File: config.mk
export PLATFORM = sky130hd
export DESIGN_NAME = adc_acq_ctrl
export DESIGN_NICKNAME = d
export VERILOG_FILES = /design/src/rtl/adc_pkg.sv /design/src/rtl/adc_cal_pipe.sv /design/src/rtl/adc_acq_ctrl.sv
export SDC_FILE = /design/constraint.sdc
export NUM_CORES = 2
export LEC_CHECK = 0
export BUFFER_PORTS_ARGS = -buffer_cell sky130_fd_sc_hd__buf_2
export CAP_MARGIN = 5
export CORE_MARGIN = 2
export CORE_UTILIZATION = 58
export CTS_CLUSTER_DIAMETER = 150
export DETAILED_ROUTE_END_ITERATION = 8
export PLACE_DENSITY = 0.76
export SLEW_MARGIN = 30
export SYNTH_ARGS = -nofsm -noshare
export SYNTH_HDL_FRONTEND = slang
export SYNTH_SLANG_ARGS = --single-unit
export TNS_END_PERCENT = 50
File: constraint.sdc
create_clock -name i_clk -period 5.13 [get_ports i_clk]
set_clock_uncertainty 0.1 [all_clocks]
set_input_delay 1.026 -clock i_clk [delete_from_list [all_inputs] [get_ports i_clk]]
set_output_delay 1.026 -clock i_clk [all_outputs]
set_load 0.01 [all_outputs]
File: src/rtl/adc_pkg.sv
// Shared definitions for the ADC acquisition path: Q16.16 scaling, pacing
// limit, FSM state encodings and the 35-bit to 32-bit saturation helper.
package adc_pkg;

  localparam int FRAC_BITS          = 16;
  localparam int MIN_PERIOD_DEFAULT = 240;

  typedef enum logic {
    CV_IDLE,
    CV_WAIT
  } cv_state_t;

  typedef enum logic {
    CAP_IDLE,
    CAP_RUN
  } cap_state_t;

  // Clamp a 35-bit signed sum into the signed 32-bit range.
  function automatic logic [31:0] sat32(input logic signed [34:0] v);
    logic [3:0] hi;
    hi = v[34:31];
    if (hi == 4'b0000 || hi == 4'b1111) return v[31:0];
    return v[34] ? 32'h8000_0000 : 32'h7FFF_FFFF;
  endfunction

endpackage

File: src/rtl/adc_cal_pipe.sv
// Gain/offset calibration: stage 1 registers raw*gain, stage 2 shifts, adds the
// offset and saturates; the stage-2 result is registered by whoever consumes it.
module adc_cal_pipe
  import adc_pkg::*;
#(
  parameter int ADC_WIDTH = 18
) (
  input  logic                 i_clk,
  input  logic                 i_rst,
  input  logic                 i_valid,
  input  logic [ADC_WIDTH-1:0] i_raw,
  input  logic [31:0]          i_gain,
  input  logic [31:0]          i_offset,
  output logic                 o_valid,
  output logic [31:0]          o_data
);

  localparam int PW = ADC_WIDTH + 32;

  logic signed [PW-1:0] raw_ext;
  logic signed [PW-1:0] gain_ext;
  logic signed [PW-1:0] prod_q;
  logic                 s1_valid;
  logic signed [34:0]   quot;
  logic signed [34:0]   sum;

  assign raw_ext  = {{32{i_raw[ADC_WIDTH-1]}}, i_raw};
  assign gain_ext = {{ADC_WIDTH{i_gain[31]}}, i_gain};

  // NOTE: clocked state uses <= so every register samples pre-edge values;
  // blocking assignments here would make results depend on statement order.
  always_ff @(posedge i_clk or posedge i_rst) begin
    if (i_rst) begin
      s1_valid <= 1'b0;
      prod_q   <= '0;
    end else begin
      s1_valid <= i_valid;
      if (i_valid) prod_q <= raw_ext * gain_ext;
    end
  end

  // Arithmetic shift floors toward -inf; the quotient always fits in 34 bits.
  assign quot    = 35'(prod_q >>> FRAC_BITS);
  assign sum     = quot + {{3{i_offset[31]}}, i_offset};
  assign o_valid = s1_valid;
  assign o_data  = sat32(sum);

endmodule

File: src/rtl/adc_acq_ctrl.sv
// ADC acquisition controller: paces conversions, calibrates samples and streams
// a fixed-length capture to the DDR writer with overrun/overflow reporting.
module adc_acq_ctrl
  import adc_pkg::*;
#(
  parameter int MEM_SIZE   = 10000,
  parameter int ADC_WIDTH  = 18,
  parameter int MIN_PERIOD = MIN_PERIOD_DEFAULT
) (
  input  logic                      i_clk,
  input  logic                      i_rst,
  input  logic [31:0]               i_user_gain,
  input  logic [31:0]               i_user_offset,
  input  logic [9:0]                i_adc_freq,
  input  logic [$clog2(MEM_SIZE):0] i_ddr_size,
  input  logic                      i_cap_start,
  output logic                      o_adc_start,
  input  logic                      i_adc_done,
  input  logic [ADC_WIDTH-1:0]      i_adc_raw,
  output logic [31:0]               o_adc_data,
  output logic                      m_valid,
  output logic [31:0]               m_data,
  output logic                      m_last,
  input  logic                      m_ready,
  output logic                      o_cap_busy,
  output logic                      o_cap_done,
  output logic                      o_overrun,
  output logic                      o_overflow
);

  localparam int            SW         = $clog2(MEM_SIZE) + 1;
  localparam logic [SW-1:0] LEN_MAX    = SW'(MEM_SIZE);
  localparam logic [9:0]    PERIOD_MIN = 10'(MIN_PERIOD);

  // ---------------------------------------------------------------------------
  // Sample pacing: frequency compared live, so a lowered period wraps at once.
  // ---------------------------------------------------------------------------
  logic [9:0] per_cnt;
  logic       per_en;
  logic       tick;

  assign per_en = (i_adc_freq >= PERIOD_MIN);
  assign tick   = per_en && (per_cnt >= i_adc_freq - 10'd1);

  always_ff @(posedge i_clk or posedge i_rst) begin
    if (i_rst)                per_cnt <= '0;
    else if (!per_en || tick) per_cnt <= '0;
    else                      per_cnt <= per_cnt + 10'd1;
  end

  // ---------------------------------------------------------------------------
  // Conversion FSM
  // ---------------------------------------------------------------------------
  cv_state_t cv_state, cv_next;
  logic      start_nxt;
  logic      overrun_set;

  always_ff @(posedge i_clk or posedge i_rst) begin
    if (i_rst) begin
      cv_state    <= CV_IDLE;
      o_adc_start <= 1'b0;
    end else begin
      cv_state    <= cv_next;
      o_adc_start <= start_nxt;
    end
  end

  // NOTE: every output of a combinational block gets a default first, so no
  // path through the case leaves a signal unassigned and infers a latch.
  always_comb begin
    cv_next     = cv_state;
    start_nxt   = 1'b0;
    overrun_set = 1'b0;
    case (cv_state)
      CV_IDLE: begin
        if (tick) begin
          cv_next   = CV_WAIT;
          start_nxt = 1'b1;
        end
      end
      CV_WAIT: begin
        if (tick)       overrun_set = 1'b1;
        if (i_adc_done) cv_next     = CV_IDLE;
      end
      default: cv_next = CV_IDLE;
    endcase
  end

  // ---------------------------------------------------------------------------
  // Calibration; stage 2 lands directly in o_adc_data and the stream register
  // ---------------------------------------------------------------------------
  logic        cal_valid;
  logic [31:0] cal_data;

  adc_cal_pipe #(.ADC_WIDTH(ADC_WIDTH)) u_cal (
    .i_clk    (i_clk),
    .i_rst    (i_rst),
    .i_valid  (i_adc_done),
    .i_raw    (i_adc_raw),
    .i_gain   (i_user_gain),
    .i_offset (i_user_offset),
    .o_valid  (cal_valid),
    .o_data   (cal_data)
  );

  always_ff @(posedge i_clk or posedge i_rst) begin
    if (i_rst)          o_adc_data <= '0;
    else if (cal_valid) o_adc_data <= cal_data;
  end

  // ---------------------------------------------------------------------------
  // Capture FSM
  // ---------------------------------------------------------------------------
  cap_state_t cap_state, cap_next;
  logic       cap_enter;
  logic       done_nxt;
  logic       beat_accept;

  assign beat_accept = m_valid && m_ready;

  always_ff @(posedge i_clk or posedge i_rst) begin
    if (i_rst) begin
      cap_state  <= CAP_IDLE;
      o_cap_done <= 1'b0;
    end else begin
      cap_state  <= cap_next;
      o_cap_done <= done_nxt;
    end
  end

  always_comb begin
    cap_next  = cap_state;
    cap_enter = 1'b0;
    done_nxt  = 1'b0;
    case (cap_state)
      CAP_IDLE: begin
        if (i_cap_start && i_ddr_size != '0) begin
          cap_next  = CAP_RUN;
          cap_enter = 1'b1;
        end
      end
      CAP_RUN: begin
        if (beat_accept && m_last) begin
          cap_next = CAP_IDLE;
          done_nxt = 1'b1;
        end
      end
      default: cap_next = CAP_IDLE;
    endcase
  end

  assign o_cap_busy = (cap_state == CAP_RUN);

  // ---------------------------------------------------------------------------
  // Stream register; results beyond the capture length are silently ignored
  // ---------------------------------------------------------------------------
  logic [SW-1:0] len_q;
  logic [SW-1:0] cnt_q;
  logic          want_load;
  logic          can_load;

  assign want_load = (cap_state == CAP_RUN) && cal_valid && (cnt_q < len_q);
  assign can_load  = !m_valid || beat_accept;

  always_ff @(posedge i_clk or posedge i_rst) begin
    if (i_rst) begin
      len_q      <= '0;
      cnt_q      <= '0;
      m_valid    <= 1'b0;
      m_data     <= '0;
      m_last     <= 1'b0;
      o_overrun  <= 1'b0;
      o_overflow <= 1'b0;
    end else begin
      if (cap_enter) begin
        len_q <= (i_ddr_size > LEN_MAX) ? LEN_MAX : i_ddr_size;
        cnt_q <= '0;
      end else if (want_load && can_load) begin
        cnt_q <= cnt_q + SW'(1);
      end

      if (want_load && can_load) begin
        m_valid <= 1'b1;
        m_data  <= cal_data;
        m_last  <= (cnt_q == len_q - SW'(1));
      end else if (beat_accept) begin
        m_valid <= 1'b0;
        m_last  <= 1'b0;
      end

      if (cap_enter)        o_overrun <= 1'b0;
      else if (overrun_set) o_overrun <= 1'b1;

      if (cap_enter)                   o_overflow <= 1'b0;
      else if (want_load && !can_load) o_overflow <= 1'b1;
    end
  end

endmodule

**Word level (Yosys, flattened, before mapping)**

Cells that the tools add are included.

- Bits in registers: 163
- Output and inout port bits: 71
- Word-level logic and storage cells: 75

- Add/subtract/negate cells: 5
- Multipliers: 1
- $lt $le $gt $ge: 4
- Equality and inequality tests: 2
- Muxes and demuxes: 26
- Bitwise logic cells: 2
- Reductions and logical operators: 20

Operators by type and width:

| kind | number |
|---|---|
| 32-bit 2-to-1 mux | 3 |
| 18-bit by 32-bit multiplier with 50-bit output | 1 |
| 15-bit 2-to-1 mux | 3 |
| 34-bit by 32-bit adder with 35-bit output | 1 |
| 1-bit 2-to-1 mux | 17 |
| 15-bit by 1-bit adder with 15-bit output, second input constant | 1 |
| 15-bit equality test | 1 |
| 15-bit by 14-bit greater-than comparator with 1-bit output, second input constant | 1 |
| 15-bit < comparator | 1 |
| 15-bit nonzero test | 1 |
| 15-bit by 1-bit subtractor with 15-bit output, second input constant | 1 |
| 10-bit by 1-bit adder with 10-bit output, second input constant | 1 |
| 10-bit >= comparator | 1 |
| 10-bit by 8-bit >= comparator with 1-bit output, second input constant | 1 |
| 10-bit 2-to-1 mux | 1 |
| 10-bit by 1-bit subtractor with 10-bit output, second input constant | 1 |
| 1-bit logical AND | 8 |
| 2-bit nonzero test | 4 |
| 4-bit equality test, second input constant | 1 |
| 4-bit logical NOT | 1 |
| 1-bit case mux with 2 select lines | 2 |
| 1-bit logical NOT | 3 |
| 1-bit logical OR | 3 |
| 1-bit inverter | 2 |

**Longest topological paths before layout**

- Depth after elaboration: 7
- Mapped depth: 26
- Gate-level depth less buffers: 24

**Modules after synthesis**

From an unflattened synthesis, not the netlist that was laid out.

- Cells, all modules: 3,045
- Area, all modules: 28,305.9 um^2

By module, submodules not included:

| module | instances | cells an instance | area each (um^2) |
|---|---|---|---|
| adc_cal_pipe | 1 | 2,540 | 22,655.5 |
| adc_acq_ctrl | 1 | 505 | 5,650.4 |

**Least setup slack after synthesis**

OpenSTA, ideal clock, no wires.

- Kind: input-to-reg
- Start point: input port i_user_gain[17]
- End point: register u_cal.prod_q[47]
- Data arrival time: 7,182 ps
- Data required time: 4,905 ps
- Setup slack: -2,277 ps
- Stages on the path: 22
- Cells stage by stage: clkbuf_1 -> clkbuf_1 -> nand2_1 -> fa_1 -> inv_1 -> fa_1 -> inv_1 -> fa_1 -> fa_1 -> inv_1 -> fa_1 -> fa_1 -> ha_1 -> clkbuf_1 -> nand4_1 -> or3_1 -> o2111ai_1 -> nand2_1 -> o31a_1 -> o41ai_2 -> xor2_1 -> mux2_2

- Longest elaborated chain between the ends: 1

Ends and longest elaborated chain:

| what | line | RTL |
|---|---|---|
| from (decl) | adc_acq_ctrl.sv:12 | `input logic [31:0] i_user_gain,` |
| 18-bit by 32-bit multiplier with 50-bit output | adc_cal_pipe.sv:38 | `if (i_valid) prod_q <= raw_ext * gain_ext;` |
| to (signal assigned) | adc_cal_pipe.sv:38 |  |
| to (decl) | adc_cal_pipe.sv:22 | `logic signed [PW-1:0] prod_q;` |

Every way passes these cells.
A chain may end at the register's enable or synchronous reset.

**Worst setup path after layout**

- Start point: input port i_adc_raw[0]
- End point: register u_cal.prod_q[43]

- Longest elaborated chain between the ends: 1

Ends and longest elaborated chain:

| what | line | RTL |
|---|---|---|
| from (decl) | adc_acq_ctrl.sv:19 | `input logic [ADC_WIDTH-1:0] i_adc_raw,` |
| 18-bit by 32-bit multiplier with 50-bit output | adc_cal_pipe.sv:38 |  |

Every way passes these cells.

==> results list <==
- The flow ran to the end, but the final reports show violations.
* Failing checks: negative setup slack
- The detailed router finished its first iteration with 1857 violations.
* Post-placement setup slack: -2270 ps
- Cell variety after synth: 76
* Number of vias per cell: 5.62
- In this run the remaining antenna-violating nets after routing total 0.
- Area growth syn-to-layout: 17.8%
- Setup repair after global routing could not meet its margin everywhere.
- Slew Limit Fails: 0
* Final worst-path setup slack: -1510 ps
- Post-Synth Adder-Cell Area: 46.9%
* Number of enable-type register cells in the synthesized netlist: 0
- In the synthesized netlist, mux cells make up 1.25% of the area.
- The tree is rooted in a sky130_fd_sc_hd__clkbuf_16.
- I/O pin cnt: 183
* Leading area contributor after synthesis: sky130_fd_sc_hd__fa_1
- Port bufs: 182
* Post-Synthesis Cell Area: 28400 um^2
- TritonCTS created 17 clock buffers.
* Area share of the largest cell type after synthesis: 39.0%
- Most area-consuming cells after synthesis: sky130_fd_sc_hd__fa_1, sky130_fd_sc_hd__dfrtp_1, sky130_fd_sc_hd__inv_1, sky130_fd_sc_hd__ha_1, sky130_fd_sc_hd__nand2_1
* Library cell appearing most often on the critical path: sky130_fd_sc_hd__fa_1
- Worst slew pin tran: 970 ps
* Most common cell after layout, fill and taps aside: sky130_fd_sc_hd__inv_1
* Clock slew seen by the registers of the worst setup and hold paths: 60 ps
* Final weighted congestion in routability-driven placement: 0.969
- Once detailed placement completed, the half-perimeter wirelength came to 63.4 mm.
- Max capacitance violation total: 0
* Final period utilization: 129%
- Count of synthesis-stage warnings from yosys: 0
- Final critical delay including setup and external delays: 6640 ps
- Worst-Skew Late Latency: 430 ps
- Portion of the post-synthesis area used by sequential elements: 13.0%
- The first global-routing pass estimated 125 mm of wire.
* Placed Cells incl. Taps: 3997
- At the worst endpoint, the required time is 5340 ps.
- The worst hold path belongs to the class reg -> reg.
* Simple logic cell fraction of the synthesized area: 15.0%
* Highest-count cells in the layout ignoring fill and taps: sky130_fd_sc_hd__inv_1, sky130_fd_sc_hd__fa_1, sky130_fd_sc_hd__nand2_1
- The die is 225 um wide.
* 1st-pass router iterations: 7
* Worst Path Arrival: 6850 ps
- Slew headroom: 35.3%
* Critical Path Start Type: primary input
- The floorplan step defined a die boundary enclosing 50800 um^2.
- Cell chain of the critical path: buf_6, buf_4, and2_1, fa_1, fa_1, ha_1, inv_1, fa_1, inv_1, fa_2, fa_1, ha_4, and3_4, buf_4, a221oi_4, o21a_4, o2111ai_4, nand2_4, o31a_1, buf_4, o311ai_4, xor2_1, mux2_2
- Post-synthesis compound-gate area fraction: 8.78%
- Buf/Inv on CP: 6
* Net total in the final layout: 4269
- Synthesis produced a netlist whose cell count is 3100.
- Slowest CP cell: sky130_fd_sc_hd__fa_2
- In this run the core area contains 81 standard-cell rows.
- Total number of vias: 22800
* WS Path Type: in -> reg
* DRC: 0
- Counting the fill cells in the layout gives 3691.
- WL/cell: 19.0 um
- Count of final setup violators: 34
- Initial antenna violation count: 3
- H-tree lvl count: 4
- Counting every sink on the clock net gives 147.
- Fraction of layout cells with a size suffix above 1: 19.3%
- Core Area: 48600 um^2
- After synthesis the netlist holds a flip-flop and latch count of 147.
- Among all flip-flop cells after synthesis, the most frequent one is sky130_fd_sc_hd__dfrtp_1.
- When the netlist entered floorplanning its net count stood at 3944.
- Summing the areas of all xor and xnor instances in the mapped netlist gives 4.35% of the synthesized area.
* Starting utilization of the core area: 58.4%
- The worst setup path is captured at a flip-flop.
- On the critical path the largest part of the delay comes from adder cells.
- Overall die height: 225 um
- Excluding fillers, the count of instances in the completed layout stands at 4061.
- Total congestion overflow: 0
* Post-detailed-routing wire length: 77.2 mm
- Proportion of synthesized flip-flops having asynchronous set or reset: 100%
- The via count of the first global-routing pass is 24900.
- The average instance in the mapped netlist occupies 9.16 um^2.
- TritonCTS built the clock tree.
* Critical Path Fanout Max: 14
* Total routing usage reported by global routing: 31.2%
- On the worst path, the slowest cell contributes a delay of 600 ps.
- Largest net degree at the start of global routing: 119
- Static timing analysis puts the maximum clock frequency at 151 MHz.
* Largest family of logic cells by synthesized area: adder cells
- The clock passes through at most 2 buffers.
- Hold violation total from the final report: 0
[metal layers]
metal | share of wire, % | track usage (%)
met1 | 41 | 40.4
met3 | 6.9 | 4.92
met2 | 49 | 53.7
met5 | 0 | 0
met4 | 3.5 | 10.6
[flip-flops by register name, summed over array words and instances, names as in the netlist, 10 cells and up]
register,flops
m_data,32
len_q,15
o_adc_data,32
u_cal.prod_q,34
per_cnt,10
cnt_q,15
[final cells by class]
| cell class | count | area [um^2] | area share, % |
|---|---|---|---|
| Tap cell | 622 | 778 | 2.33 |
| Clock inverter | 14 | 165 | 0.494 |
| Antenna cell | 1 | 2.50 | 0.00748 |
| Multi-Input combinational cell | 2143 | 22400 | 66.9 |
| Clock buffer | 18 | 439 | 1.31 |
| Sequential cell | 147 | 3680 | 11.0 |
| Timing Repair Buffer | 458 | 3520 | 10.5 |
| Inverter | 658 | 2480 | 7.42 |
[worst paths after layout]
kind / startpoint / end / slack, ps / cells after the start
max in group asynchronous: i_rst / u_cal.prod_q[46]$_DFFE_PP0P_ / 3300 / 3
min in group asynchronous: i_rst / per_cnt[8]$_DFF_PP0_ / 620 / 2
worst max-delay path: i_adc_raw[0] / u_cal.prod_q[43]$_DFFE_PP0P_ / -1510 / 23
worst max register to register: u_cal.prod_q[16]$_DFFE_PP0P_ / m_data[10]$_DFFE_PP0P_ / 1030 / 12
worst min-delay path: cv_state$_DFF_PP0_ / o_adc_start$_DFF_PP0_ / 390 / 1
worst min register to register: cv_state$_DFF_PP0_ / o_adc_start$_DFF_PP0_ / 390 / 1
[cell families after synthesis]
logic type,count (synthesis)
xor+xnor,141
mux,32
buf+inv,810
compound gates,347
flops,147
simple gates,891
fa+ha+maj,732
[stage by stage]
step           cell area (um^2)  setup TNS [ps]  hold WS (ps)  util, %
6_report                  33400          -43640           387     68.8
5_1_grt                   33400          -48420           405     68.8
4_1_cts                   32900          -42950           384     67.6
3_5_place_dp              31600          -68480           374     65.0
3_3_place_gp              31600          -65800           356     65.0
2_1_floorplan             28900          -42230           348        -
[what timing repair did]
action | in CTS | in global routing
cloned | 0 | 1
setup endpoints to repair | 34 | 34
hold buffers | 0 | 0
resized for setup | 138 | 107
pin swaps | 35 | 50
setup buffers | 18 | 13
[cell usage after synthesis (12+ instances only)]
cell type / n
sky130_fd_sc_hd__o21ai_0: 46
sky130_fd_sc_hd__o21bai_1: 12
sky130_fd_sc_hd__clkbuf_1: 141
sky130_fd_sc_hd__a2111oi_0: 15
sky130_fd_sc_hd__and2_1: 215
sky130_fd_sc_hd__xnor2_1: 95
sky130_fd_sc_hd__ha_1: 179
sky130_fd_sc_hd__nor4_1: 18
sky130_fd_sc_hd__a21o_1: 35
sky130_fd_sc_hd__nor3_1: 25
sky130_fd_sc_hd__nand3_1: 32
sky130_fd_sc_hd__nand2_1: 408
sky130_fd_sc_hd__dfrtp_1: 147
sky130_fd_sc_hd__inv_1: 656
sky130_fd_sc_hd__nand2b_1: 21
sky130_fd_sc_hd__nand4_1: 20
sky130_fd_sc_hd__xor2_1: 46
sky130_fd_sc_hd__a21oi_1: 87
sky130_fd_sc_hd__a221o_1: 24
sky130_fd_sc_hd__o221ai_1: 25
sky130_fd_sc_hd__mux2_2: 28
sky130_fd_sc_hd__nor2_1: 110
sky130_fd_sc_hd__fa_1: 553
Power is left out: the tool's default activity adds up to more than one toggle a clock period on the data nets, which glitch-free logic cannot reach.
